$ cat config.mk
export PLATFORM = sky130hd
export DESIGN_NAME = axis_gpio_event_logger
export DESIGN_NICKNAME = d
export VERILOG_FILES = /design/src/rtl/axis_gpio_event_logger.sv
export SDC_FILE = /design/constraint.sdc
export NUM_CORES = 1
export LEC_CHECK = 0
export ABC_CLOCK_PERIOD_IN_PS = 8000
export CELL_PAD_IN_SITES_DETAIL_PLACEMENT = 1
export CELL_PAD_IN_SITES_GLOBAL_PLACEMENT = 1
export CORE_MARGIN = 4
export CORE_UTILIZATION = 36
export CTS_BUF_LIST = sky130_fd_sc_hd__clkbuf_4 sky130_fd_sc_hd__clkbuf_8
export CTS_CLUSTER_SIZE = 20
export DETAILED_ROUTE_END_ITERATION = 6
export PLACE_DENSITY = 0.64
export SYNTH_ARGS = -nofsm -noshare
export SYNTH_HDL_FRONTEND = slang
export SYNTH_SLANG_ARGS = --single-unit
$ cat constraint.sdc
create_clock -name aclk -period 8 [get_ports aclk]
set_input_delay 1.6 -clock aclk [delete_from_list [all_inputs] [get_ports aclk]]
set_output_delay 1.6 -clock aclk [all_outputs]
set_load 0.005 [all_outputs]
$ cat src/rtl/axis_gpio_event_logger.sv
// GPIO change logger: masked change detection on an AXI4-Stream sample feed, {timestamp, sample} FIFO drained by an AXI4-Stream master.
// Define AXIS_GPIO_EVENT_LOGGER_OVERFLOW_FLAG_EN to add m_axis_tuser marking the first event after a drop.
module axis_gpio_event_logger #(
    parameter int AXIS_TDATA_WIDTH = 32,
    parameter int CNTR_WIDTH       = 32,
    parameter int FIFO_DEPTH       = 16
) (
    input  logic                                   aclk,
    input  logic                                   areset,
    input  logic                                   cfg_enable,
    input  logic [AXIS_TDATA_WIDTH-1:0]            cfg_mask,
    input  logic [AXIS_TDATA_WIDTH-1:0]            s_axis_tdata,
    input  logic                                   s_axis_tvalid,
    output logic                                   s_axis_tready,
    output logic [CNTR_WIDTH+AXIS_TDATA_WIDTH-1:0] m_axis_tdata,
    output logic                                   m_axis_tvalid,
    input  logic                                   m_axis_tready,
`ifdef AXIS_GPIO_EVENT_LOGGER_OVERFLOW_FLAG_EN
    output logic                                   m_axis_tuser,
`endif
    output logic [31:0]                            sts_drops,
    output logic [$clog2(FIFO_DEPTH):0]            sts_level
);

    localparam int PTR_W  = $clog2(FIFO_DEPTH);
    localparam int WORD_W = CNTR_WIDTH + AXIS_TDATA_WIDTH;
    localparam logic [PTR_W:0] LVL_FULL = (PTR_W+1)'(FIFO_DEPTH);

    function automatic logic [31:0] sat_inc(input logic [31:0] v);
        return (v == 32'hFFFF_FFFF) ? v : v + 32'd1;
    endfunction

    logic [CNTR_WIDTH-1:0]       ts;
    logic [AXIS_TDATA_WIDTH-1:0] prev;
    logic                        primed;
    logic [WORD_W-1:0]           mem [FIFO_DEPTH];
    logic [PTR_W-1:0]            wr_ptr;
    logic [PTR_W-1:0]            rd_ptr;
    logic [PTR_W:0]              level;
    logic [31:0]                 drops;

    logic                        evt_p0;
    logic [WORD_W-1:0]           evt_word_p0;
    logic                        full;
    logic                        pop;
    logic                        push;
    logic                        drop;

    // Stage p0: change detection against the previous sample, combinational in the sample cycle
    assign evt_p0      = s_axis_tvalid & primed & cfg_enable &
                         (((s_axis_tdata ^ prev) & cfg_mask) != '0);
    assign evt_word_p0 = {ts, s_axis_tdata};

    assign full = (level == LVL_FULL);
    assign pop  = m_axis_tvalid & m_axis_tready;
    assign push = evt_p0 & (~full | pop);
    assign drop = evt_p0 & full & ~pop;

    always_ff @(posedge aclk) begin
        if (areset) begin
            ts     <= '0;
            prev   <= '0;
            primed <= 1'b0;
            wr_ptr <= '0;
            rd_ptr <= '0;
            level  <= '0;
            drops  <= '0;
        end else begin
            ts <= ts + CNTR_WIDTH'(1);
            if (s_axis_tvalid) begin
                prev   <= s_axis_tdata;
                primed <= 1'b1;
            end
            if (push)
                wr_ptr <= wr_ptr + PTR_W'(1);
            if (pop)
                rd_ptr <= rd_ptr + PTR_W'(1);
            if (push && !pop)
                level <= level + (PTR_W+1)'(1);
            else if (pop && !push)
                level <= level - (PTR_W+1)'(1);
            if (drop)
                drops <= sat_inc(drops);
        end
    end

    // Stage p1: FIFO storage; payload needs no reset since the output is gated by occupancy
    always_ff @(posedge aclk) begin
        if (push)
            mem[wr_ptr] <= evt_word_p0;
    end

    assign s_axis_tready = 1'b1;
    assign m_axis_tvalid = (level != '0);
    assign m_axis_tdata  = m_axis_tvalid ? mem[rd_ptr] : '0;
    assign sts_drops     = drops;
    assign sts_level     = level;

`ifdef AXIS_GPIO_EVENT_LOGGER_OVERFLOW_FLAG_EN
    logic                  lost;
    logic [FIFO_DEPTH-1:0] tuser_mem;

    // Sticky loss flag rides on the next event that makes it into the FIFO
    always_ff @(posedge aclk) begin
        if (areset) begin
            lost      <= 1'b0;
            tuser_mem <= '0;
        end else begin
            if (drop)
                lost <= 1'b1;
            else if (push)
                lost <= 1'b0;
            if (push)
                tuser_mem[wr_ptr] <= lost;
        end
    end

    assign m_axis_tuser = m_axis_tvalid & tuser_mem[rd_ptr];
`endif

endmodule

# Word level (Yosys, flattened, before mapping)
# Memory sizes are Yosys's and may differ from the RTL's. A register that Yosys moved wholly into a read port is not among the register bits.
# Index checks and enable logic that the tools add are counted.
# word_totals
mem_bits_rw	1024
elab_cells	44
input_bits	69
mem_count	1
reg_bits	110
# memory_table
name	depth	word_bits	rd	rd_clocked_by_memory_dff	wr	line	text
mem	16	64	1	1	1	36	logic [WORD_W-1:0] mem [FIFO_DEPTH];
# classes
n_bitwise	13
muxes	7
eq_ne	2
reduce_logical	8
n_addsub	6
# op_table
operator	n
$add 32x1->32 const B	2
$mux 64	1
$and 32x32->32	1
$eq 32x32->1 const B	1
$reduce_bool 32->1	1
$xor 32x32->32	1
$mux 5	2
$add 4x1->4 const B	2
$mux 4	2
$and 1x1->1	7
$add 5x1->5 const B	1
$eq 5x5->1 const B	1
$reduce_bool 5->1	1
$sub 5x1->5 const B	1
$not 1->1	3
$logic_and 1x1->1	2
$logic_not 1->1	2
$mux 1	2
$reduce_and 2->1	1
$reduce_bool 2->1	1
$or 1x1->1	1

# Depth between registers and ports, before layout
# Gate-level depths: netlist of the first run.
# depth
ltp_word	9
ltp_mapped	14
ltp_nobuf	14

# Least setup slack after synthesis of the first run
# Ideal clock, no wire load.
# synth_path
path_type	input to register
startpoint	input port s_axis_tvalid
endpoint	memory mem[0][0] (netlist bit) (enable)
setup_slack_ns	0.403
path_stages	6
arrival_ns	7.033
path_cell_list	clkbuf_1 > nand3_1 > nand2b_1 > nor2_1 > nand2_1 > nor3_1
# synth_between
elab_chain_cells	6
# synth_lines
element	line	text
start, declared	13	input logic s_axis_tvalid,
$and 1x1->1 (3 in series)	50	assign evt_p0 = s_axis_tvalid & primed & cfg_enable &
$and 1x1->1	56	assign push = evt_p0 & (~full | pop);
net push	46	logic push;
$mux 1	89	if (push)
$mux 1 (not written as such)	90	mem[wr_ptr] <= evt_word_p0;
end, declared	36	
# The timed path passes the listed nets, and every way through them passes these cells.

==> results.toml, run 1 <==
[run_status]
status = "finished, final reports clean"

[placed_design]
dpl.hpwl_mm = 59.06
gp_congestion = 0.7372
placed_cells = 3832
numPortBuffers = 170

[yosys]
syn_avg_cell_area_sq_um = 20.98
yosysUniqueCellTypes = 43
syn_area_sq_um = 44080
synth_edf_count = 1024
synthFlopType = "edfxtp_1"
yosys_warnings = 0
ys_ff_latch = 1138
yosysTopAreaCell = "edfxtp_1"
postSynthCellCount = 2101
async_reset_ff_share_pct = 0
synth_fp_nets = 2182
ys_seq_area_share_pct = 74.93
yosys.area.top_type_share_pct = 69.75
synth_area_leaders = "edfxtp_1 70%, mux4_2 16%, dfxtp_1 5.2%"

[grt]
grt_max_degree = 92
grt_overflow = 0
grt_pass1_vias = 23860
track_usage_pct = 17.24
grt_antenna_before_repair = 2
grt_pass1_wl_mm = 161.2

[critical_path]
cp_data_arrival_time_ps = 4460
crit_buf_inv = 2
crit_family = "buffers and inverters"
crit_path_end_kind = "output pin"
cpPeakStageDelay_ps = 1030
cp.required_ps = 6400
slowest_stage = "dfxtp_4"
worstPathCellList = "buf_4 > mux4_2 > mux4_2 > and2_1 > clkdlybuf4s50_1"
cp-start-kind = "register"
crit_top_cell = "mux4_2"
crit_type = "register to output pin"
path_max_fanout = 61

[power]
finalPower_mw = 13.82
seqPwrFrac_pct = 47.6
p_switching_mw = 3.375
peakVddDrop_uv = 169.5
power_switching_share_pct = 24.43
clockPowerShare_pct = 36.9
power.leakage_nw = 16.14
comb_power_share_pct = 15.5
internal_power_mw = 10.44
power.density_nw_per_um2 = 266.9

[cts]
insertion_delay_ps = 880
post-cts-setup-buffers = 0
h-tree-depth = 4
cts_buffer_depth = 3
cts_buffers = 183
clock-sinks = 1138
cts-root-buf = "clkbuf_8"
path_clk_slew_ps = 60
tritoncts = "yes"
ctsResizeCount = 0
hold_buffers = 0

[cells_and_area]
fill_cells = 11580
syn_to_final_growth_pct = 17.46
multi_input_area_sq_um = 10740
drive_gt1_share_pct = 27.74
regArea_sq_um = 33050
utilization_pct = 42.54
fin_nets = 2473
stdcell_count = 4172

[detailed_routing]
drt_wl_total_mm = 109.3
via_per_inst = 5.185
num_vias = 21630
drc = 0
firstDrtPassIters = 7
routed_wire_length_per_instance_um = 26.19
ant_nets = 0
drt-initial-drc-count = 1817

[timing]
slew_viol_final = 0
finalHoldViolations = 0
final.min_clock_period_ps = 6059
finalSetupViolations = 0
tightest_slew_ps = 1116
rsz0062_at_grt = "no"
slew_headroom_pct = 25.59
tns_ps = 0
skew_ps = 68.64
hold_ws_ps = 500.5
max_clock_freq_mhz = 165.0
min_period_over_period_pct = 75.74

[die]
start_util_pct = 36.22
rows = 128
die_w_um = 357.9
fp.dieH_um = 357.9
die_area_sq_um = 128100
io_pins = 172
fp.coreArea_sq_um = 121700

[hold_path]
hold_class = "register to register"

[flow_run]
drv_cap = 0
layer usage:
| layer | up-vias | part of all wire (%) | wire [um] | GRT usage, % |
|---|---|---|---|---|
| met1 | 11570 | 43 | 47070 | 23.56 |
| met3 | 166 | 6.5 | 7105 | 3.962 |
| met4 | 2 | 2.1 | 2347 | 5.506 |
| li1 | 9214 | - | - | - |
| met5 | - | 0.094 | 103 | 0 |
| met2 | 681 | 48 | 52650 | 27.58 |
cell usage in the layout (no fill, tap or decap), types with 29 or more instances in the layout:
master and n:
nand3_1 29, xor2_1 51, clkdlybuf4s50_1 168, dfxtp_1 110, clkinv_1 37, nor2_1 123, clkbuf_8 195, xnor2_1 36
edfxtp_1 1024, mux4_2 320, and2_1 65, clkbuf_4 66, mux2i_1 33
stage by stage:
step                      setup WS (ps)  instance area, sq um
final                              1941                 51780
after global routing               1760                 51780
after CTS                          1823                 51780
after detailed placement           1800                 48010
after global placement             1844                 48010
after floorplan                   402.6                 44080
cell families after synthesis:
kind of cell	Yosys count	synth area share (%)
flops	1138	74.93
mux	363	17.35
simple gates	350	4.025
buf+inv	109	1.008
xor+xnor	87	1.728
compound gates	41	0.5932
fa+ha+maj	12	0.3576
other cells	1	0.008506
tightest hold or removal path, delay by kind of cell, from the launching register on:
family	cells	cell delay [ps]
and+or+nand+nor	2	130
DFF	1	330
final timing paths:
check	from	to	slack (ps)	cells past startpoint
min reg2reg	primed	primed	500	2
max reg2reg	prev[5]	mem[10][62]	3930	9
min	primed	primed	500	2
max	register	m_axis_tdata[63]	1940	5
power by group through the flow:
stage          logic, mW  clock network (mW)  registers, mW
3_5_place_dp        2.20                   0           6.70
6_report            2.14                5.10           6.57
3_3_place_gp        2.18                   0           6.70
5_1_grt             2.33                5.53           6.58
2_1_floorplan       1.37                   0           6.62
4_1_cts             2.21                5.25           6.58
layout make-up:
class	instances	share of cell area [%]
Clock inverter	77	1.136
Timing Repair Buffer	208	4.185
Multi-Input combinational cell	854	20.73
Antenna cell	2	0.009665
Tap cell	1625	3.927
Clock buffer	261	6.140
Inverter	7	0.05074
Sequential cell	1138	63.82
registers in the layout (all words and copies together) (netlist names), named ones only:
| signal | cells |
|---|---|
| sts_drops | 32 |
| rd_ptr | 4 |
| primed | 1 |
| wr_ptr | 4 |
| prev | 32 |
| ts | 32 |
| sts_level | 5 |
| mem | 1024 |
synthesized netlist by cell type, types with 2 or more instances:
library cell / instances
and2_1: 65
inv_1: 7
a21oi_1: 14
edfxtp_1: 1024
nand2b_1: 7
nand3_1: 29
dfxtp_1: 114
or3_4: 3
nand3b_1: 2
mux2i_1: 33
nor3_2: 2
o21ai_0: 6
nand2_1: 28
or3_1: 4
nor4_1: 2
nor2b_1: 11
a31o_2: 3
buf_2: 25
nor3_1: 21
a22oi_1: 16
and3_1: 9
clkbuf_1: 68
xor2_1: 51
mux2_2: 10
nand4_1: 19
ha_1: 11
nor2_1: 135
buf_1: 8
nor3b_1: 5
xnor2_1: 36
mux4_2: 320
a21o_1: 2
Note: power is estimated with default switching activity, not from simulation.
==> inputs of run 2 (changes only) <==
--- a/config.mk
+++ b/config.mk
@@ -5,7 +5,7 @@
 export SDC_FILE = /design/constraint.sdc
 export NUM_CORES = 1
 export LEC_CHECK = 0
-export ABC_CLOCK_PERIOD_IN_PS = 8000
+export ABC_CLOCK_PERIOD_IN_PS = 6100
 export CELL_PAD_IN_SITES_DETAIL_PLACEMENT = 1
 export CELL_PAD_IN_SITES_GLOBAL_PLACEMENT = 1
 export CORE_MARGIN = 4
@@ -13,7 +13,7 @@
 export CTS_BUF_LIST = sky130_fd_sc_hd__clkbuf_4 sky130_fd_sc_hd__clkbuf_8
 export CTS_CLUSTER_SIZE = 20
 export DETAILED_ROUTE_END_ITERATION = 6
-export PLACE_DENSITY = 0.64
+export PLACE_DENSITY = 0.62
 export SYNTH_ARGS = -nofsm -noshare
 export SYNTH_HDL_FRONTEND = slang
 export SYNTH_SLANG_ARGS = --single-unit
==> constraint.sdc (replaced) <==
create_clock -name aclk -period 6.1 [get_ports aclk]
set_input_delay 1.22 -clock aclk [delete_from_list [all_inputs] [get_ports aclk]]
set_output_delay 1.22 -clock aclk [all_outputs]
set_load 0.005 [all_outputs]
==> results.toml, run 2 (synthesis gave the netlist of run 1 again) <==
[cells_and_area]
largest_reg_flops = 1024
utilization_pct = 43.05
final_common_cell = "edfxtp_1"
fill_cells = 11560
stdcell_area_sq_um = 52390
stdcell_count = 4208
drive_gt1_share_pct = 29.24
fin_nets = 2495
largest-register = "mem"
syn_to_final_growth_pct = 18.85
final_cell_mix = "1024 x edfxtp_1, 320 x mux4_2, 229 x clkbuf_8"

[timing]
max_clock_freq_mhz = 189.6
final.min_clock_period_ps = 5276
hold_ws_ps = 480.0
finalHoldViolations = 0
fin_ws_ps = 824.4
tns_ps = 0
slew_viol_final = 0
finalSetupViolations = 0
rsz0062_at_grt = "no"
skew_ps = 62.74
min_period_over_period_pct = 86.48
slew_headroom_pct = 33.03
tightest_slew_ps = 1005

[grt]
grt_max_degree = 79
grt_pass1_vias = 24270
grt_antenna_before_repair = 10
grt_overflow = 0
grt_pass1_wl_mm = 164.1
track_usage_pct = 17.54

[placed_design]
dpl.hpwl_mm = 58.88
numPortBuffers = 170
placed_cells = 3848
dpl_cell_area_sq_um = 48290
place_ws_ps = 527.1
gp_congestion = 0.7316

[critical_path]
cp-start-kind = "register"
worstPathCellList = "buf_4 > mux4_2 > mux4_2 > and2_1 > clkdlybuf4s50_1"
r2r_cells = 14
crit_type = "register to output pin"
path_max_fanout = 29
cp.required_ps = 4880
crit_top_cell = "mux4_2"
crit_path_end_kind = "output pin"
cpPeakStageDelay_ps = 870
cp_data_arrival_time_ps = 4060
slowest_stage = "dfxtp_4"
regToRegSetupSlack_ps = 2350

[cts]
hold_buffers = 0
cts-root-buf = "clkbuf_8"
post-cts-setup-buffers = 0
clock-sinks = 1138
tritoncts = "yes"
cts_buffers = 189
insertion_delay_ps = 860
cts_buffer_depth = 3
ctsResizeCount = 0
path_clk_slew_ps = 60
h-tree-depth = 4

[detailed_routing]
via_per_inst = 5.190
routed_wire_length_per_instance_um = 26.36
ant_nets = 0
num_vias = 21840
drt-initial-drc-count = 2015
drt_wl_total_mm = 110.9
firstDrtPassIters = 5
drc = 0

[die]
fp.dieH_um = 357.9
die_area_sq_um = 128100
io_pins = 172
die_w_um = 357.9
rows = 128
fp.coreArea_sq_um = 121700
start_util_pct = 36.22

[power]
power.density_nw_per_um2 = 354.0
peakVddDrop_uv = 227.7
finalPower_mw = 18.55
power.leakage_nw = 16.42

[flow_run]
drv_cap = 0

[run_status]
status = "finished, final reports clean"

[hold_path]
hold_depth = 2
hold_class = "register to register"
## run 2: cell type report
type | count | area [sq um] | share of cell area [%]
tap | 1625 | 2033 | 3.881
timing repair buffer | 224 | 2425 | 4.628
clock inverter | 53 | 405.4 | 0.7737
inverter | 7 | 26.28 | 0.05015
sequential | 1138 | 33050 | 63.07
clock buffer | 299 | 3677 | 7.019
antenna | 8 | 20.02 | 0.03821
multi-input combinational | 854 | 10760 | 20.54
## run 2: per-layer routing
metal  track usage, %  share of wire, %  vias up
li1                 -                 -     9267
met1            23.94                43    11730
met2            28.70                49      676
met3            3.703               6.4      166
met4            4.835               2.0        2
met5                0             0.012        -
## run 2: where the power goes
part / switching [mW] / internal (mW) / leakage (nW) / total [mW]
logic: 1.29 / 1.60 / 3.98 / 2.88
registers: 0.121 / 8.49 / 10.3 / 8.61
clock network: 3.07 / 3.97 / 2.16 / 7.05
## run 2: worst paths after layout
path,startpoint,end
worst min-delay path,primed,primed
worst max register to register,prev[28],sts_level[4]
worst min register to register,primed,primed
worst max-delay path,register,m_axis_tdata[34]
## run 2: worst max-delay path: cells and delay by family, from the launching register on
family / cells / cell delay, ps
and+or+nand+nor: 1 / 200
DFF: 1 / 870
buffers and inverters: 2 / 1020
muxes: 2 / 1090
==> inputs of run 3 (changes only) <==
--- a/config.mk
+++ b/config.mk
@@ -6,6 +6,7 @@
 export NUM_CORES = 1
 export LEC_CHECK = 0
 export ABC_CLOCK_PERIOD_IN_PS = 6100
+export CAP_MARGIN = 10
 export CELL_PAD_IN_SITES_DETAIL_PLACEMENT = 1
 export CELL_PAD_IN_SITES_GLOBAL_PLACEMENT = 1
 export CORE_MARGIN = 4
==> results of run 3 <==
Same layout as run 2: the final DEF is identical, and so are final timing and power.
